$ cat config.mk
export PLATFORM = sky130hd
export DESIGN_NAME = i2c_cmd_arbiter
export DESIGN_NICKNAME = d
export VERILOG_FILES = /design/src/rtl/i2c_cmd_arbiter.sv
export SDC_FILE = /design/constraint.sdc
export NUM_CORES = 1
export LEC_CHECK = 0
export BUFFER_PORTS_ARGS = -buffer_cell sky130_fd_sc_hd__buf_4
export CAP_MARGIN = 5
export CORE_UTILIZATION = 40
export DETAILED_ROUTE_END_ITERATION = 10
export PLACE_DENSITY_LB_ADDON = 0.05
export RECOVER_POWER = 100
export SLEW_MARGIN = 30
export SYNTH_ARGS = -nofsm -noshare
export SYNTH_HDL_FRONTEND = slang
export SYNTH_SLANG_ARGS = --single-unit
$ cat constraint.sdc
create_clock -name clk -period 1.3 [get_ports clk]
set_input_delay 0 -clock clk [delete_from_list [all_inputs] [get_ports clk]]
set_output_delay 0 -clock clk [all_outputs]
set_load 0.01 [all_outputs]
$ cat src/rtl/i2c_cmd_arbiter.sv
// Purpose: round-robin arbiter that shares one I2C master between NUM_REQ register-access requesters.
// Latency: grant one cycle after req is sampled, master enable on the next cycle, done one cycle after m_done.
// Backpressure: one command outstanding; others hold req until their done. Optional macro I2C_ARB_TIMEOUT_EN aborts a stuck WAIT.
module i2c_cmd_arbiter #(
    parameter int NUM_REQ        = 2,
    parameter int TIMEOUT_CYCLES = 4096
) (
    input  logic                   clk,
    input  logic                   reset,
    input  logic [NUM_REQ-1:0]     req,
    input  logic [7*NUM_REQ-1:0]   req_slave_addr,
    input  logic [8*NUM_REQ-1:0]   req_reg_addr,
    input  logic [8*NUM_REQ-1:0]   req_wdata,
    input  logic [NUM_REQ-1:0]     req_rw,
    output logic [NUM_REQ-1:0]     gnt,
    output logic [NUM_REQ-1:0]     done,
    output logic                   ack_err,
    output logic [7:0]             rdata,
    output logic                   m_enable,
    output logic [6:0]             m_slave_addr,
    output logic [7:0]             m_reg_addr,
    output logic [7:0]             m_data_in,
    output logic                   m_read_write,
    input  logic                   m_done,
    input  logic                   m_ack_err,
    input  logic [7:0]             m_rdata
);

    localparam int IW = $clog2(NUM_REQ);

    // Reject configurations the pointer arithmetic and 16-bit wait counter cannot represent
    if (NUM_REQ < 2 || NUM_REQ > 8 || TIMEOUT_CYCLES < 2 || TIMEOUT_CYCLES > 65536) begin : g_bad_cfg
        $error("i2c_cmd_arbiter: unsupported NUM_REQ or TIMEOUT_CYCLES");
    end

    typedef enum logic [1:0] {S_IDLE, S_ISSUE, S_WAIT, S_COMPLETE} state_t;

    state_t              state_q, state_d;
    logic [IW-1:0]       rr_ptr_q, win_q, pick;
    logic [NUM_REQ-1:0]  gnt_q;
    logic                ack_err_q;
    logic [7:0]          rdata_q;
    logic [6:0]          slave_addr_q;
    logic [7:0]          reg_addr_q;
    logic [7:0]          data_in_q;
    logic                read_write_q;
    logic                any_req;
    logic                wait_tmo;
    logic [IW-1:0]       cand;
    int                  sum;

`ifdef I2C_ARB_TIMEOUT_EN
    logic [15:0] wait_cnt_q;

    // Wait counter: zeroed while issuing so it reads 0 on the first WAIT cycle
    always_ff @(posedge clk or negedge reset) begin
        if (!reset)                  wait_cnt_q <= '0;
        else if (state_q == S_ISSUE) wait_cnt_q <= '0;
        else if (state_q == S_WAIT)  wait_cnt_q <= wait_cnt_q + 16'd1;
    end

    assign wait_tmo = (state_q == S_WAIT) && (wait_cnt_q == 16'(TIMEOUT_CYCLES - 1));
`else
    assign wait_tmo = 1'b0;
`endif

    // Round-robin pick: scan downward so the set bit closest to rr_ptr is written last and wins
    always_comb begin
        pick    = rr_ptr_q;
        any_req = 1'b0;
        sum     = 0;
        cand    = '0;
        for (int k = NUM_REQ - 1; k >= 0; k--) begin
            sum = int'(rr_ptr_q) + k;
            if (sum >= NUM_REQ) sum = sum - NUM_REQ;
            cand = IW'(sum);
            if (req[cand]) begin
                pick    = cand;
                any_req = 1'b1;
            end
        end
    end

    // State register
    always_ff @(posedge clk or negedge reset) begin
        if (!reset) state_q <= S_IDLE;
        else        state_q <= state_d;
    end

    // Next-state logic; m_done only matters while waiting
    always_comb begin
        state_d = state_q;
        case (state_q)
            S_IDLE:     if (any_req) state_d = S_ISSUE;
            S_ISSUE:    state_d = S_WAIT;
            S_WAIT:     if (m_done || wait_tmo) state_d = S_COMPLETE;
            S_COMPLETE: state_d = S_IDLE;
            default:    state_d = S_IDLE;
        endcase
    end

    // Datapath: latch winner's command, capture result, advance the round-robin pointer
    always_ff @(posedge clk or negedge reset) begin
        if (!reset) begin
            rr_ptr_q     <= '0;
            win_q        <= '0;
            gnt_q        <= '0;
            ack_err_q    <= 1'b0;
            rdata_q      <= '0;
            slave_addr_q <= '0;
            reg_addr_q   <= '0;
            data_in_q    <= '0;
            read_write_q <= 1'b0;
        end else begin
            case (state_q)
                S_IDLE: begin
                    if (any_req) begin
                        win_q        <= pick;
                        gnt_q        <= {{(NUM_REQ-1){1'b0}}, 1'b1} << pick;
                        slave_addr_q <= req_slave_addr[7*int'(pick) +: 7];
                        reg_addr_q   <= req_reg_addr[8*int'(pick) +: 8];
                        data_in_q    <= req_wdata[8*int'(pick) +: 8];
                        read_write_q <= req_rw[pick];
                    end
                end
                S_WAIT: begin
                    // A real completion beats a coincident timeout
                    if (m_done) begin
                        ack_err_q <= m_ack_err;
                        if (read_write_q && !m_ack_err) rdata_q <= m_rdata;
                    end else if (wait_tmo) begin
                        ack_err_q <= 1'b1;
                    end
                end
                S_COMPLETE: begin
                    gnt_q    <= '0;
                    rr_ptr_q <= (int'(win_q) == NUM_REQ - 1) ? '0 : win_q + 1'b1;
                end
                default: ;
            endcase
        end
    end

    // Output decode: single-cycle enable and done pulses follow the state directly
    always_comb begin
        m_enable = 1'b0;
        done     = '0;
        if (state_q == S_ISSUE)    m_enable = 1'b1;
        if (state_q == S_COMPLETE) done     = gnt_q;
    end

    assign gnt          = gnt_q;
    assign ack_err      = ack_err_q;
    assign rdata        = rdata_q;
    assign m_slave_addr = slave_addr_q;
    assign m_reg_addr   = reg_addr_q;
    assign m_data_in    = data_in_q;
    assign m_read_write = read_write_q;

endmodule

==> reports/results.txt <==
Area contributors post-synth: dfrtp_1, nand2_1, a31oi_1, mux2_2, nor2_1
Share of the synthesized area in the top cell type: 53.7%
Final min period: 1.37 ns
CP endpoint kind: flop
Reg2Reg Depth: 6
Via density: 4.81
Total clock buffers created by CTS: 5
VDD IR max: 0.000971 V
Critical Path Start Type: flop
Final Max Slew Viols: 0
H-tree depth: 2
First-pass GRT wire length: 9.09 mm
I/O pin count: 100
Final layout net count: 419
DP Wirelength: 3.07 mm
DRT antenna net count: 0
Async set-reset flop share out of synthesis: 100%
Final Instance Count excl. Fillers: 406
GRT overflow: 0
Total GRT Usage: 23.8%
Fin crit share: 105%
Clock latency on the worst-skew pair: 0.28 ns
Post-Syn Area per Cell: 9.87 um^2
Max cap viols: 0
Post-Route WL: 5.72 mm
Crit path cell chain: inv_2, ha_4, nor2b_4, buf_6, nor2_4, a31oi_2
Failing checks: setup timing
Chip Width: 69.4 um
Synth Register Bits: 39
CP top delay family: flip-flops
Worst hold-check path type: in2reg
Clock Sinks: 39
Post-Syn Area: 1820 um^2
Slew margin rel.: 34.6%
WP buf/inv: 2
Diode count: 0
Wirelength per Cell: 14.1 um
Final worst slack: -0.0712 ns
RePlAce Congestion: 0.743
Fmax: 0.729 GHz
# setup viols final: 34
Clk buf depth: 2
Vias: 1954
Drt first pass iters: 5
Placed insts: 338
Synth cell count leaders: nand2_1, dfrtp_1, nor2_1
Fin Clk Skew: 0.00232 ns
Synth cell types: 25
Actual slew at the worst max-slew pin: 0.981 ns
Top_reg_cell synth: dfrtp_1
Share of cells above drive strength 1: 33.6%
Syn nets: 250
# DRC: 0
Critical Path Max Stage Delay: 0.41 ns
IO Port Bufs: 99
Synth area leader: dfrtp_1
# rows: 24
CTS tree: built
Fillers: 313
Status: finished, violations left
Peak fanout along the critical path: 7
WP data arrival: 1.57 ns
Initial DRC Count: 95
Synth Instances: 184
Levels on crit path: 6
Number of global-route vias before repair: 1935
Leakage Power: 1.52 nW
Number of hold violations in the final report: 0
Core area: 4350 um^2
Pin count of the biggest net entering global routing: 40
Setup CP Type: reg2reg
Worst Hold Path Cells: 3
Initial antenna violation count: 0
Initial Util: 41.7%
CP max-delay cell: dfrtp_1
Power per cell area: 1970 nW/um^2
Worst-path clk slew: 0.08 ns
P&R area growth vs syn: 83.5%
Critical Path RT: 1.50 ns
Die Height: 69.4 um
Die area: 4820 um^2
Count leader, synth: nand2_1
Root Buffer: clkbuf_8
YS warnings: 0
Final core area utilization: 76.6%
Number of flops mapped to enable cells by yosys: 0
Power Total: 6.55 mW
RSZ-0062 raised after global routing: true
Seq/Total Area, Yosys: 53.7%
==> power breakdown <==
group | internal (mW) | leakage [nW] | switching [mW]
clock | 0.621 | 0.0612 | 0.425
combinational | 1.59 | 1.01 | 1.69
sequential | 1.83 | 0.450 | 0.395
==> path summary, 6_finish.rpt <==
path,from,to,slack [ns]
min in group asynchronous,reset,gnt[1],0.40
worst min register to register,win_q,rr_ptr_q,0.47
max in group asynchronous,reset,m_reg_addr[2],0.29
worst min-delay path,req_wdata[0],m_data_in[0],0.02
worst max-delay path,state_q[1],m_data_in[1],-0.07
worst max register to register,state_q[1],m_data_in[1],-0.07
==> kinds of logic after synthesis <==
logic type / synth area share, %
flip-flops: 53.7
adder cells (fa/ha/maj): 2.75
AND/OR/NAND/NOR: 18.3
multiplexers: 6.75
buffers and inverters: 4.89
AO/OA/AOI/OAI: 13.6
==> area by class of cell <==
type | instances | area, um^2 | area share, %
Clock inverter | 2 | 35.0 | 1.05
Multi-Input combinational cell | 133 | 840 | 25.2
Tap cell | 52 | 65.1 | 1.95
Inverter | 3 | 11.3 | 0.338
Sequential cell | 39 | 976 | 29.3
Clock buffer | 6 | 82.6 | 2.48
Timing Repair Buffer | 171 | 1330 | 39.7
==> cell usage in the layout, fill, tap and decap left out, types with 2 or more instances in the layout <==
| cell | netlist | routed |
|---|---|---|
| buf_4 | 5 | 72 |
| dlygate4sd3_1 | 0 | 56 |
| nand2_1 | 51 | 51 |
| dfrtp_1 | 39 | 39 |
| clkbuf_1 | 0 | 35 |
| a31oi_1 | 24 | 22 |
| nor2_1 | 26 | 20 |
| mux2_2 | 10 | 9 |
| clkbuf_8 | 0 | 6 |
| buf_6 | 0 | 6 |
| nor2_2 | 1 | 4 |
| nor2_4 | 0 | 3 |
| inv_2 | 0 | 2 |
| and2_1 | 2 | 2 |
| a22o_1 | 2 | 2 |
| a31oi_2 | 0 | 2 |
| ha_4 | 0 | 2 |
| ha_2 | 0 | 2 |
==> sequential cells by signal, indices dropped and copies added, names as in the netlist <==
signal        flops
rr_ptr_q          1
state_q           2
m_read_write      1
gnt               2
rdata             8
m_reg_addr        8
ack_err           1
win_q             1
m_slave_addr      7
m_data_in         8
==> worst min-delay path, cell delays in order <==
cell     delay (ns)
buf_4          0.11
nand2_1        0.07
a31oi_2        0.09
==> metrics by stage <==
step                      worst slack, ns  instance area (um^2)  hold WS [ns]  TNS [ns]
after global routing               -0.141                  3330       0.00966     -3.63
after global placement            0.00405                  2660       0.00500         0
after CTS                         -0.0374                  3410       0.00227    -0.470
final                             -0.0712                  3330        0.0157     -1.07
after floorplan                    -0.118                  1820        -0.296     -2.34
after detailed placement          -0.0391                  2660       0.00579    -0.311
==> repair_timing <==
action / 4_1_cts / 5_1_grt
pin swaps: 1 / 2
resized for setup: 17 / 12
hold buffers: 56 / 0
setup buffers: 2 / 2
endpoints found under the setup margin: 37 / 40
gates cloned: 1 / 0
endpoints found under the hold margin: 71 / 0
==> routing by layer <==
layer  vias up  share of wire (%)  GRT usage (%)
li1        964                  -              -
met1       908                 41           28.4
met2        72                 52           42.1
met3        10                5.6           6.69
met4         0                1.5           5.90
met5         -                  0              0
(Power assumes the default switching activity.)
